<file path="src/rtl/bcd_pkg.sv">
// ----------------------------------------------------------------------------
// bcd_pkg
// Shared definitions for the packed-BCD arithmetic blocks.
//   BCD_DIGIT_W : width of one BCD digit (nibble)
//   BCD_MAX     : largest legal BCD digit value
//   BCD_CORR    : correction added when a digit sum exceeds BCD_MAX
//   bcd_digit_t : one BCD digit
//   is_bcd()    : true when a nibble holds a legal decimal digit
// ----------------------------------------------------------------------------
package bcd_pkg;

   localparam int BCD_DIGIT_W = 4;
   localparam logic [BCD_DIGIT_W-1:0] BCD_MAX  = 4'd9;
   localparam logic [BCD_DIGIT_W-1:0] BCD_CORR = 4'd6;

   typedef logic [BCD_DIGIT_W-1:0] bcd_digit_t;

   function automatic logic is_bcd(input bcd_digit_t d);
      return (d <= BCD_MAX);
   endfunction

endpackage : bcd_pkg

</file>
<file path="src/rtl/bcd_digit_add.sv">
// ----------------------------------------------------------------------------
// bcd_digit_add
// Combinational single-digit BCD adder with decimal carry in/out.
// Ports:
//   a, b  in  bcd_digit_t  operand digits
//   cin   in  1            decimal carry from the next lower digit
//   s     out bcd_digit_t  corrected sum digit
//   cout  out 1            decimal carry to the next higher digit
//   bad   out 1            a or b is not a legal BCD digit
// ----------------------------------------------------------------------------
module bcd_digit_add
   import bcd_pkg::*;
(
   input  bcd_digit_t a,
   input  bcd_digit_t b,
   input  logic       cin,
   output bcd_digit_t s,
   output logic       cout,
   output logic       bad
);

   // Five bits wide so that sums of illegal nibbles (up to 31) are not lost
   // before the > 9 decision.
   logic [BCD_DIGIT_W:0] raw;

   always_comb begin
      raw  = {1'b0, a} + {1'b0, b} + {{BCD_DIGIT_W{1'b0}}, cin};
      s    = raw[BCD_DIGIT_W-1:0];
      cout = 1'b0;
      if (raw > {1'b0, BCD_MAX}) begin
         // Adding 6 skips the six unused codes; the bit that would overflow
         // out of the nibble is exactly the decimal carry.
         s    = raw[BCD_DIGIT_W-1:0] + BCD_CORR;
         cout = 1'b1;
      end
      bad  = ~is_bcd(a) | ~is_bcd(b);
   end

endmodule : bcd_digit_add

</file>
<file path="src/rtl/bcd_adder4.sv">
// ----------------------------------------------------------------------------
// bcd_adder4
// Registered packed-BCD adder: Sum/Carry = A + B in decimal, one cycle latency.
// Ports:
//   clk      in   1          rising-edge clock
//   rst_n    in   1          asynchronous active-low reset
//   A, B     in   4*DIGITS   packed BCD operands, [3:0] = units digit
//   Sum      out  4*DIGITS   registered BCD sum
//   Carry    out  1          registered decimal carry out of the top digit
//   Invalid  out  1          registered flag: some A/B nibble was > 9
// ----------------------------------------------------------------------------
module bcd_adder4
   import bcd_pkg::*;
#(
   parameter int DIGITS = 2
)
(
   input  logic                        clk,
   input  logic                        rst_n,
   input  logic [BCD_DIGIT_W*DIGITS-1:0] A,
   input  logic [BCD_DIGIT_W*DIGITS-1:0] B,
   output logic [BCD_DIGIT_W*DIGITS-1:0] Sum,
   output logic                        Carry,
   output logic                        Invalid
);

   logic [DIGITS:0]                 carry_chain;
   logic [BCD_DIGIT_W*DIGITS-1:0]   sum_next;
   logic [DIGITS-1:0]               bad_vec;

   assign carry_chain[0] = 1'b0;

   // Ripple chain from the units digit upward.
   generate
      for (genvar gi = 0; gi < DIGITS; gi++) begin : g_digit
         bcd_digit_add u_digit (
            .a    (A[gi*BCD_DIGIT_W +: BCD_DIGIT_W]),
            .b    (B[gi*BCD_DIGIT_W +: BCD_DIGIT_W]),
            .cin  (carry_chain[gi]),
            .s    (sum_next[gi*BCD_DIGIT_W +: BCD_DIGIT_W]),
            .cout (carry_chain[gi+1]),
            .bad  (bad_vec[gi])
         );
      end
   endgenerate

   always_ff @(posedge clk or negedge rst_n) begin
      if (!rst_n) begin
         Sum     <= '0;
         Carry   <= 1'b0;
         Invalid <= 1'b0;
      end else begin
         Sum     <= sum_next;
         Carry   <= carry_chain[DIGITS];
         Invalid <= |bad_vec;
      end
   end

endmodule : bcd_adder4

</file>
<file path="config.mk">
export PLATFORM = sky130hd
export DESIGN_NAME = bcd_adder4
export DESIGN_NICKNAME = d
export VERILOG_FILES = /design/src/rtl/bcd_pkg.sv /design/src/rtl/bcd_digit_add.sv /design/src/rtl/bcd_adder4.sv
export SDC_FILE = /design/constraint.sdc
export NUM_CORES = 1
export LEC_CHECK = 0
export ABC_CLOCK_PERIOD_IN_PS = 800
export CORE_MARGIN = 2
export CORE_UTILIZATION = 35
export CTS_CLUSTER_SIZE = 20
export DETAILED_ROUTE_END_ITERATION = 8
export PLACE_DENSITY = 0.67
export RECOVER_POWER = 25
export SETUP_SLACK_MARGIN = 0.1
export SLEW_MARGIN = 30
export SYNTH_ARGS = -nofsm -noshare
export SYNTH_HDL_FRONTEND = slang
export SYNTH_HIERARCHICAL = 1
export SYNTH_SLANG_ARGS = --single-unit
</file>
<file path="constraint.sdc">
create_clock -name clk -period 0.8 [get_ports clk]
set_input_delay 0.08 -clock clk [delete_from_list [all_inputs] [get_ports clk]]
set_output_delay 0.08 -clock clk [all_outputs]
set_load 0.005 [all_outputs]
</file>
## Word level (Yosys, flattened, before mapping)

Index checks and enable logic that the tools add are counted.

| word-level totals | value |
|---|---|
| flip-flop bits (word level) | 10 |
| bits of input ports | 18 |
| word-level logic and storage cells | 25 |

| operators by class | value |
|---|---|
| add/subtract/negate cells | 5 |
| $lt $le $gt $ge | 6 |
| multiplexer cells | 4 |
| bitwise operators | 6 |
| reductions and logical operators | 1 |

Operators by type and width:

| cell | count |
|---|---|
| less-or-equal comparator 4 bit, second input constant | 4 |
| adder 4 x 4 -> 5 bit | 2 |
| greater-than comparator 5 x 4 -> 1 bit, second input constant | 2 |
| adder 4 x 3 -> 4 bit, second input constant | 2 |
| 2-to-1 mux 4 bit | 2 |
| adder 5 x 1 -> 5 bit | 1 |
| NOT 1 bit | 4 |
| 2-to-1 mux 1 bit | 2 |
| bitwise OR 1 bit | 2 |
| OR reduction 2 bit | 1 |

## Depth between registers and ports, before layout

Gate-level depths: netlist (run 1).

| logic depth | value |
|---|---|
| word-level depth | 6 |
| mapped depth | 13 |
| mapped depth without buffers | 13 |

## Hierarchy

Netlist (run 1), hierarchy kept.

Modules (own cells, without submodules):

| module | times used | cells an instance | area an instance (um^2) |
|---|---|---|---|
| bcd_digit_add | 2 | 25 | 225.2 |
| bcd_adder4 | 1 | 12 | 260.2 |

## Least setup slack after synthesis (run 1)

No wires, ideal clock.

| timing | value |
|---|---|
| path kind | input-to-reg |
| start point | input A[0] |
| end point | register Sum[7] |
| library setup time | 134 ps |
| arrival | 3471 ps |
| setup slack | -2805 ps |
| cell stages on the path | 13 |
| buffers on the path | 0 |
| cells stage by stage | fa_1 > fa_1 > xnor2_1 > ha_1 > a31o_1 > o31ai_4 > fa_1 > fa_1 > xnor2_1 > ha_1 > a31o_1 > a2111oi_0 > nor2b_1 |

| between the ends | value |
|---|---|
| longest elaborated chain between the ends | 6 |
| elaborated cells between the ends (all ways) | 7 |
| classes of those cells | 3 x add/sub; 2 x order compare; 2 x mux |

Ends and longest elaborated chain:

| element | RTL line | source |
|---|---|---|
| from (decl) | bcd_adder4.sv:20 | `input logic [BCD_DIGIT_W*DIGITS-1:0] A,` |
| adder 4 x 4 -> 5 bit (*) | bcd_digit_add.sv:27 | `raw = {1'b0, a} + {1'b0, b} + {{BCD_DIGIT_W{1'b0}}, cin};` |
| greater-than comparator 5 x 4 -> 1 bit (*) | bcd_digit_add.sv:30 | `if (raw > {1'b0, BCD_MAX}) begin` |
| 2-to-1 mux 1 bit (*) | bcd_digit_add.sv:30 |  |
| via carry_chain[1] | bcd_adder4.sv:27 | `logic [DIGITS:0] carry_chain;` |
| adder 5 x 1 -> 5 bit (*) | bcd_digit_add.sv:27 |  |
| adder 4 x 3 -> 4 bit or greater-than comparator 5 x 4 -> 1 bit (tied branches) | bcd_digit_add.sv:33, bcd_digit_add.sv:30 |  |
| 2-to-1 mux 4 bit (*) | bcd_digit_add.sv:30 |  |
| via sum_next[7] | bcd_adder4.sv:28 | `logic [BCD_DIGIT_W*DIGITS-1:0] sum_next;` |
| to (signal assigned) | bcd_adder4.sv:53 | `Sum <= sum_next;` |
| to (decl) | bcd_adder4.sv:22 | `output logic [BCD_DIGIT_W*DIGITS-1:0] Sum,` |

Mark *: on every way through the listed nets, which the timed path passes. The rest lies on a longest branch.

## Worst setup path in the final report (run 1)

| timing | value |
|---|---|
| start point | input B[0] |
| end point | register Sum[6] |

| between the ends | value |
|---|---|
| longest elaborated chain between the ends | 6 |
| elaborated cells between the ends (all ways) | 7 |
| classes of those cells | 3 x add/sub; 2 x order compare; 2 x mux |

Ends and longest elaborated chain:

| element | RTL line | source |
|---|---|---|
| from (decl) | bcd_adder4.sv:21 | `input logic [BCD_DIGIT_W*DIGITS-1:0] B,` |
| adder 4 x 4 -> 5 bit (*) | bcd_digit_add.sv:27 |  |
| greater-than comparator 5 x 4 -> 1 bit (*) | bcd_digit_add.sv:30 |  |
| 2-to-1 mux 1 bit (*) | bcd_digit_add.sv:30 |  |
| via carry_chain[1] | bcd_adder4.sv:27 |  |
| adder 5 x 1 -> 5 bit (*) | bcd_digit_add.sv:27 |  |
| adder 4 x 3 -> 4 bit or greater-than comparator 5 x 4 -> 1 bit (tied branches) | bcd_digit_add.sv:33, bcd_digit_add.sv:30 |  |
| 2-to-1 mux 4 bit (*) | bcd_digit_add.sv:30 |  |
| via sum_next[6] | bcd_adder4.sv:28 |  |

Marked as above.

==> results of run 1 <==
==> sequential cells by signal, summed over array words and instances (netlist names) <==
signal	count
Sum	8
Carry	1
Invalid	1
==> report_power, final <==
group	internal (uW)	leakage, uW	switching [uW]
sequential	670	0.000114	27.9
combinational	808	0.000450	624
clock	172	0.0000138	135
==> cells by family (layout without fill, tap and decap cells) <==
logic type                 Yosys count  count (layout)  share of synthesized area (%)
other                                1               1                          0.528
xor gates and xnor gates             4               4                           4.93
and+or+nand+nor                      9               9                           6.87
AOI/OAI and AO/OA                   20              20                           22.2
DFF                                 10              10                           35.2
muxes                                2               2                           2.82
adders and majority gates           12              12                           25.4
buffers and inverters                4              53                           2.11
==> cells in the final DEF, fill, tap and decap left out, drive strengths merged, types with 4 or more instances in the layout <==
cell / count
xnor2: 4
buf: 30
fa: 4
dfrtp: 10
o21ai: 4
inv: 4
dlygate4sd2: 10
ha: 8
clkbuf: 4
a21oi: 6
==> synth_stat cells <==
cell type | number | area share (%)
a21o_2 | 2 | 2.5
a21oi_1 | 6 | 4.2
o22ai_1 | 2 | 1.8
and3_1 | 2 | 1.8
nor2b_1 | 2 | 1.8
nand3_1 | 2 | 1.4
or2_1 | 1 | 0.88
o21ai_0 | 4 | 2.8
mux2i_1 | 2 | 2.8
fa_1 | 4 | 11
ha_1 | 8 | 14
xnor2_1 | 4 | 4.9
dfrtp_1 | 10 | 35
a31o_1 | 2 | 2.5
nand2_1 | 2 | 1.1
a2111oi_0 | 2 | 2.5
o31ai_4 | 2 | 6.0
conb_1 | 1 | 0.53
inv_1 | 4 | 2.1
==> per-layer routing <==
metal  vias up  GRT usage, %  share of wire, %
met3         4          2.15               4.3
li1        326             -                 -
met4         0          11.4               2.1
met2        21          25.9                52
met1       304          15.0                42
met5         -             0                 0
==> per-stage QoR <==
stage / hold slack [ps] / instances / utilization (%)
after floorplan: -216 / 62 / -
after global placement: 378 / 130 / 62.0
after detailed placement: 373 / 130 / 62.0
after CTS: 111 / 134 / 62.6
after global routing: 167 / 138 / 65.3
final: 165 / 138 / 65.3
==> layout make-up <==
cell class	count	area (um^2)	share of cell area [%]
repair buffers	46	352	27.7
inverters	4	15.0	1.18
clock buffers	3	22.5	1.78
well taps	27	33.8	2.66
multi-input cells	48	596	46.9
flip-flops and latches	10	250	19.7
==> repair_timing <==
item / CTS / global route
buffers inserted: 1 / 4
gates resized for setup: 73 / 4
pin swaps: 17 / 6
hold buffers: 0 / 0
setup endpoints to repair: 20 / 19
==> worst max path at each step <==
stage	endpoint
detailed placement	Sum[6]$_DFF_PN0_
finish	Sum[6]$_DFF_PN0_
global route	Sum[6]$_DFF_PN0_
floorplan	Sum[6]$_DFF_PN0_
CTS	Sum[6]$_DFF_PN0_
global placement	Sum[6]$_DFF_PN0_
==> run summary, run 1 <==
failing checks - setup timing
max_cap viols - 0
initial antenna violation count - 0
crit-path max FO - 3
Worst path max stage delay - 530 ps
Seq/Total Area, Yosys - 35.2%
minimum clock period - 3220 ps
Fillers - 179
family with the most delay on the worst path - adder cells
clk buf depth - 2
CP endpoint kind - flip-flop
Inserted Diodes - 0
arrival time worst endpoint - 3390 ps
PnR worst setup slack - -2420 ps
Setup Slack @ Placement - -3120 ps
Synth warnings - 6
Routed WL - 1590 um
Synth Register Bits - 10
Cell Rows - 16
drt initial violations - 7
worst-path cell chain - buf_6 -> fa_2 -> fa_2 -> xnor2_4 -> ha_4 -> a31o_4 -> o31ai_4 -> fa_2 -> fa_2 -> inv_2 -> ha_4 -> a31o_4 -> o31ai_4 -> mux2i_1
CTS sink count - 10
Syn Nets - 92
CTS tree - yes
CP bufs+invs - 2
WL/cell - 11.5 um
Netlist cell types - 19
placeable core area - 0.00194 mm^2
fin crit share - 402%
Leakage Power - 0.000578 uW
Clock transition at path regs - 50 ps
placed cell area - 0.00120 mm^2
pin count of the biggest net entering global routing - 11
Mapped Cells - 62
die height - 49.1 um
H-tree levels - 1
Critical Path Most Common Cell - fa_2
pwr dens - 1920 mW/mm^2
CTS root buf - clkbuf_4
worst IR drop on VDD - 0.874 mV
initial core utilization - 36.6%
drt drc - 0
routed vias/inst - 4.75
antenna-violating nets left - 0
Pre-antenna DRT Iters - 2
Setup Total Neg Slack - -14,620 ps
vias in the first global route - 662
status - finished, violations left
global-route usage over all layers - 14.5%
Tot Pwr - 2440 uW
Via Count - 655
Critical Path RT - 970 ps
RSZ-0062 raised after global routing - true
Slew Viols, Final - 0
Startpoint Class - primary input
DIE WIDTH - 49.1 um
io pins - 28
gr ovfl total - 0
Avg Inst Size Synth - 11.5 um^2
Inserted Clock Buffers - 3
Final Wtd Congestion - 0.768
hold wc startpoint - B[0]
kind of critical path - in -> reg
stages on the worst setup path - 14
first-pass GRT wire length - 2620 um
ratio of cells with drive above 1 in the final layout - 49.5%
fin area - 0.00127 mm^2
Hold Path Sink - Sum[0]$_DFF_PN0_
Hold Path Class - in -> reg
Mapped Area - 711 um^2
f_max - 311 MHz
P&R area growth vs syn - 78.5%
Post-layout nets - 143
slowest library cell on the worst path - fa_2
hold path depth - 2
Final setup violation count - 11
die area - 0.00241 mm^2
dpl hpwl - 1330 um
CP Launch Point - B[0]
final hold violations - 0
I/O Buffers - 27
Note: power is estimated with default switching activity, not from simulation.
==> inputs of run 2 (changes only) <==
- CORE_ASPECT_RATIO: unset -> 1.25
==> run summary, run 2 (synthesized netlist as in run 1, its figures left out) <==
drt initial violations - 2
Inserted Diodes - 0
clk buf depth - 2
vias in the first global route - 639
Critical Path RT - 970 ps
I/O Buffers - 27
Final Wtd Congestion - 0.789
worst IR drop on VDD - 0.795 mV
Pre-antenna DRT Iters - 2
RSZ-0062 raised after global routing - true
Via Count - 655
WL/cell - 11.7 um
max_cap viols - 0
PnR worst setup slack - -2410 ps
first-pass GRT wire length - 2530 um
gr ovfl total - 0
Slew Viols, Final - 0
kind of critical path - in -> reg
commonest non-fill, non-tap cell in the layout - buf_4
minimum clock period - 3210 ps
Top reg by flops - Sum
Leakage Power - 0.000592 uW
die height - 54.4 um
die area - 0.00241 mm^2
Placed Cells - 123
CTS sink count - 10
Clock transition at path regs - 50 ps
highest-count cells in the layout ignoring fill and taps - 19 x buf_4, 11 x buf_2, 10 x dfrtp_1, 10 x dlygate4sd2_1, 6 x ha_1
fin cells - 134
global-route usage over all layers - 14.4%
pin count of the biggest net entering global routing - 11
ratio of cells with drive above 1 in the final layout - 52.6%
drt drc - 0
H-tree levels - 1
Final setup violation count - 11
failing checks - setup timing
antenna-violating nets left - 0
CP endpoint kind - flip-flop
io pins - 28
CTS root buf - clkbuf_4
crit-path max FO - 3
f_max - 312 MHz
P&R area growth vs syn - 79.4%
routed vias/inst - 4.89
DIE WIDTH - 44.3 um
initial core utilization - 36.7%
Post-layout nets - 146
arrival time worst endpoint - 3370 ps
max FFs per register - 8
final hold violations - 0
dpl hpwl - 1300 um
hold path depth - 2
Inserted Clock Buffers - 3
Setup Total Neg Slack - -14,630 ps
status - finished, violations left
initial antenna violation count - 0
Routed WL - 1570 um
pwr dens - 1930 mW/mm^2
fin crit share - 401%
Startpoint Class - primary input
placeable core area - 0.00194 mm^2
largest registers - Sum x8, Carry x1, Invalid x1
Cell Rows - 18
CTS tree - yes
Hold Path Class - in -> reg
run 2: cell count changes in the layout (fill, tap and decap cells not counted):
cell	before	now
buf_4	16	19
a2111oi_2	0	1
a2111oi_4	2	1
clkdlybuf4s15_1	1	0
clkdlybuf4s15_2	1	2
o21ai_1	3	2
o21ai_2	1	2
run 2: worst paths after layout:
check                      startpoint          endpoint  slack [ps]
max                              B[0]  Sum[6]$_DFF_PN0_       -2410
min                              B[0]  Sum[0]$_DFF_PN0_         160
max in group asynchronous       rst_n  Sum[0]$_DFF_PN0_         170
min in group asynchronous       rst_n  Sum[4]$_DFF_PN0_         300
run 2: critical path: stages:
cell	delay (ps)
buf_6	90
fa_2	390
fa_2	400
xnor2_4	240
ha_4	170
a31o_4	110
o31ai_4	90
fa_2	360
fa_2	540
inv_2	60
ha_4	150
a31o_4	220
o31ai_4	240
mux2i_1	240
run 2: cell type report:
cell class | count | area, um^2
clock buffer | 3 | 22.5
fill | 159 | 662
inverter | 4 | 15.0
multi-input combinational | 48 | 587
sequential | 10 | 250
tap | 20 | 25.0
timing repair buffer | 49 | 375
run 2: repair_timing:
item | CTS | global route
resized for setup | 72 | 5
pin swaps | 15 | 5
endpoints found under the hold margin | 0 | 0
hold buffers | 0 | 0
setup buffers | 5 | 3
setup endpoints to repair | 20 | 19
run 2: power by group:
part	leakage [uW]	switching [uW]	total [uW]	internal, uW
Clock	0.0000138	135	307	172
Sequential	0.000114	34.4	705	670
Combinational	0.000464	617	1450	833
Total	0.000592	787	2460	1670
run 2: stage by stage:
step,area [um^2],power (uW),hold slack [ps],utilization (%),worst slack (ps)
finish,1270,2460,160,65.8,-2410
global placement,1190,2070,379,61.7,-3050
global route,1270,2660,156,65.8,-2500
floorplan,795,1420,-216,-,-2510
detailed placement,1190,2110,386,61.7,-3110
CTS,1230,2400,109,63.7,-2400
run 2: layer usage:
metal / vias up / global-route usage [%] / part of all wire [%]
met5: - / 0 / 0
met4: 0 / 7.58 / 0
met3: 0 / 1.32 / 3.8
met2: 17 / 27.2 / 57
met1: 307 / 15.8 / 40
li1: 331 / - / -
==> inputs of run 3 (changes only) <==
- CORE_UTILIZATION: 35 -> 27
- PLACE_DENSITY: 0.67 -> unset
==> run summary, run 3 (synthesized netlist as in run 1, its figures left out) <==
Inserted Diodes - 0
initial core utilization - 28.7%
Leakage Power - 0.000597 uW
P&R area growth vs syn - 82.7%
die area - 0.00306 mm^2
commonest non-fill, non-tap cell in the layout - buf_4
WL/cell - 10.3 um
minimum clock period - 3170 ps
status - finished, violations left
I/O Buffers - 27
highest-count cells in the layout ignoring fill and taps - 20 x buf_4, 11 x buf_2, 10 x dfrtp_1, 10 x dlygate4sd2_1, 6 x ha_1
CTS root buf - clkbuf_4
crit-path max FO - 3
final hold violations - 0
antenna-violating nets left - 0
drt initial violations - 7
Hold Path Class - in -> reg
Routed WL - 1530 um
clk buf depth - 2
arrival time worst endpoint - 3340 ps
H-tree levels - 1
first-pass GRT wire length - 2660 um
Via Count - 661
drt drc - 0
Fillers - 231
global-route usage over all layers - 11.4%
vias in the first global route - 671
Top reg by flops - Sum
failing checks - setup timing
fin crit share - 396%
Placed Cells - 138
DIE WIDTH - 49.9 um
ratio of cells with drive above 1 in the final layout - 51.7%
f_max - 316 MHz
placed cell area - 0.00123 mm^2
max_cap viols - 0
Slew Viols, Final - 0
Post-layout nets - 148
largest registers - Sum x8, Carry x1, Invalid x1
initial antenna violation count - 0
kind of critical path - in -> reg
routed vias/inst - 4.44
worst IR drop on VDD - 0.780 mV
Cell Rows - 20
Final setup violation count - 11
fin cells - 149
Critical Path RT - 980 ps
pwr dens - 1900 mW/mm^2
die height - 61.4 um
Startpoint Class - primary input
placeable core area - 0.00248 mm^2
max FFs per register - 8
Inserted Clock Buffers - 3
CTS sink count - 10
Pre-antenna DRT Iters - 3
Final Wtd Congestion - 0.791
CP endpoint kind - flip-flop
fin area - 0.00130 mm^2
CTS tree - yes
gr ovfl total - 0
Clock transition at path regs - 50 ps
io pins - 28
final core utilization - 52.4%
PnR worst setup slack - -2370 ps
RSZ-0062 raised after global routing - true
pin count of the biggest net entering global routing - 11
## run 3: timing repair
item,CTS,global route
pin swaps,14,4
endpoints found under the setup margin,20,19
hold buffers,0,0
buffers inserted,4,4
gates resized for setup,73,4
gates cloned,0,0
## run 3: final cells by class
class | count | area (um^2) | share of cell area, %
multi-input combinational | 48 | 583 | 44.9
timing repair buffer | 51 | 387 | 29.8
sequential | 10 | 250 | 19.3
tap | 33 | 41.3 | 3.18
clock buffer | 3 | 22.5 | 1.73
inverter | 4 | 15.0 | 1.16
## run 3: metrics by stage
| stage | setup TNS (ps) | hold WS (ps) | worst slack, ps | total power (uW) |
|---|---|---|---|---|
| 3_3_place_gp | -20510 | 381 | -3040 | 2110 |
| 4_1_cts | -14160 | 124 | -2390 | 2400 |
| 3_5_place_dp | -20900 | 395 | -3090 | 2120 |
| 2_1_floorplan | -14690 | -216 | -2510 | 1420 |
| 6_report | -14280 | 261 | -2370 | 2470 |
| 5_1_grt | -15390 | 277 | -2510 | 2670 |
## run 3: per-layer routing
| layer | GRT usage (%) | routed length (um) | share of wire (%) | vias to the layer above |
|---|---|---|---|---|
| li1 | - | - | - | 334 |
| met1 | 11.8 | 597 | 39 | 301 |
| met2 | 23.2 | 848 | 55 | 24 |
| met3 | 1.46 | 70 | 4.6 | 2 |
| met4 | 4.76 | 14 | 0.91 | 0 |
| met5 | 0 | 0 | 0 | - |
## run 3: critical path, stage by stage
cell     delay [ps]
buf_6            90
fa_2            390
fa_2            410
xnor2_4         240
ha_4            170
a31o_4          110
o31ai_4          80
fa_2            360
fa_2            400
xnor2_4         170
ha_4            180
a31o_4          220
o31ai_4         240
mux2i_1         220
## run 3: worst paths after layout
path | cells after the start | endpoint | from | slack, ps
setup / recovery | 14 | Sum[6]$_DFF_PN0_ | B[0] | -2370
max in group asynchronous | 2 | Sum[4]$_DFF_PN0_ | rst_n | 180
hold / removal | 3 | Sum[0]$_DFF_PN0_ | B[0] | 260
min in group asynchronous | 2 | Sum[6]$_DFF_PN0_ | rst_n | 300
## run 3: power breakdown
| part | switching (uW) | leakage [uW] | total, uW | internal (uW) |
|---|---|---|---|---|
| logic | 605 | 0.000469 | 1460 | 859 |
| registers | 28.6 | 0.000114 | 698 | 670 |
| clock network | 133 | 0.0000138 | 304 | 171 |
| total | 767 | 0.000597 | 2470 | 1700 |
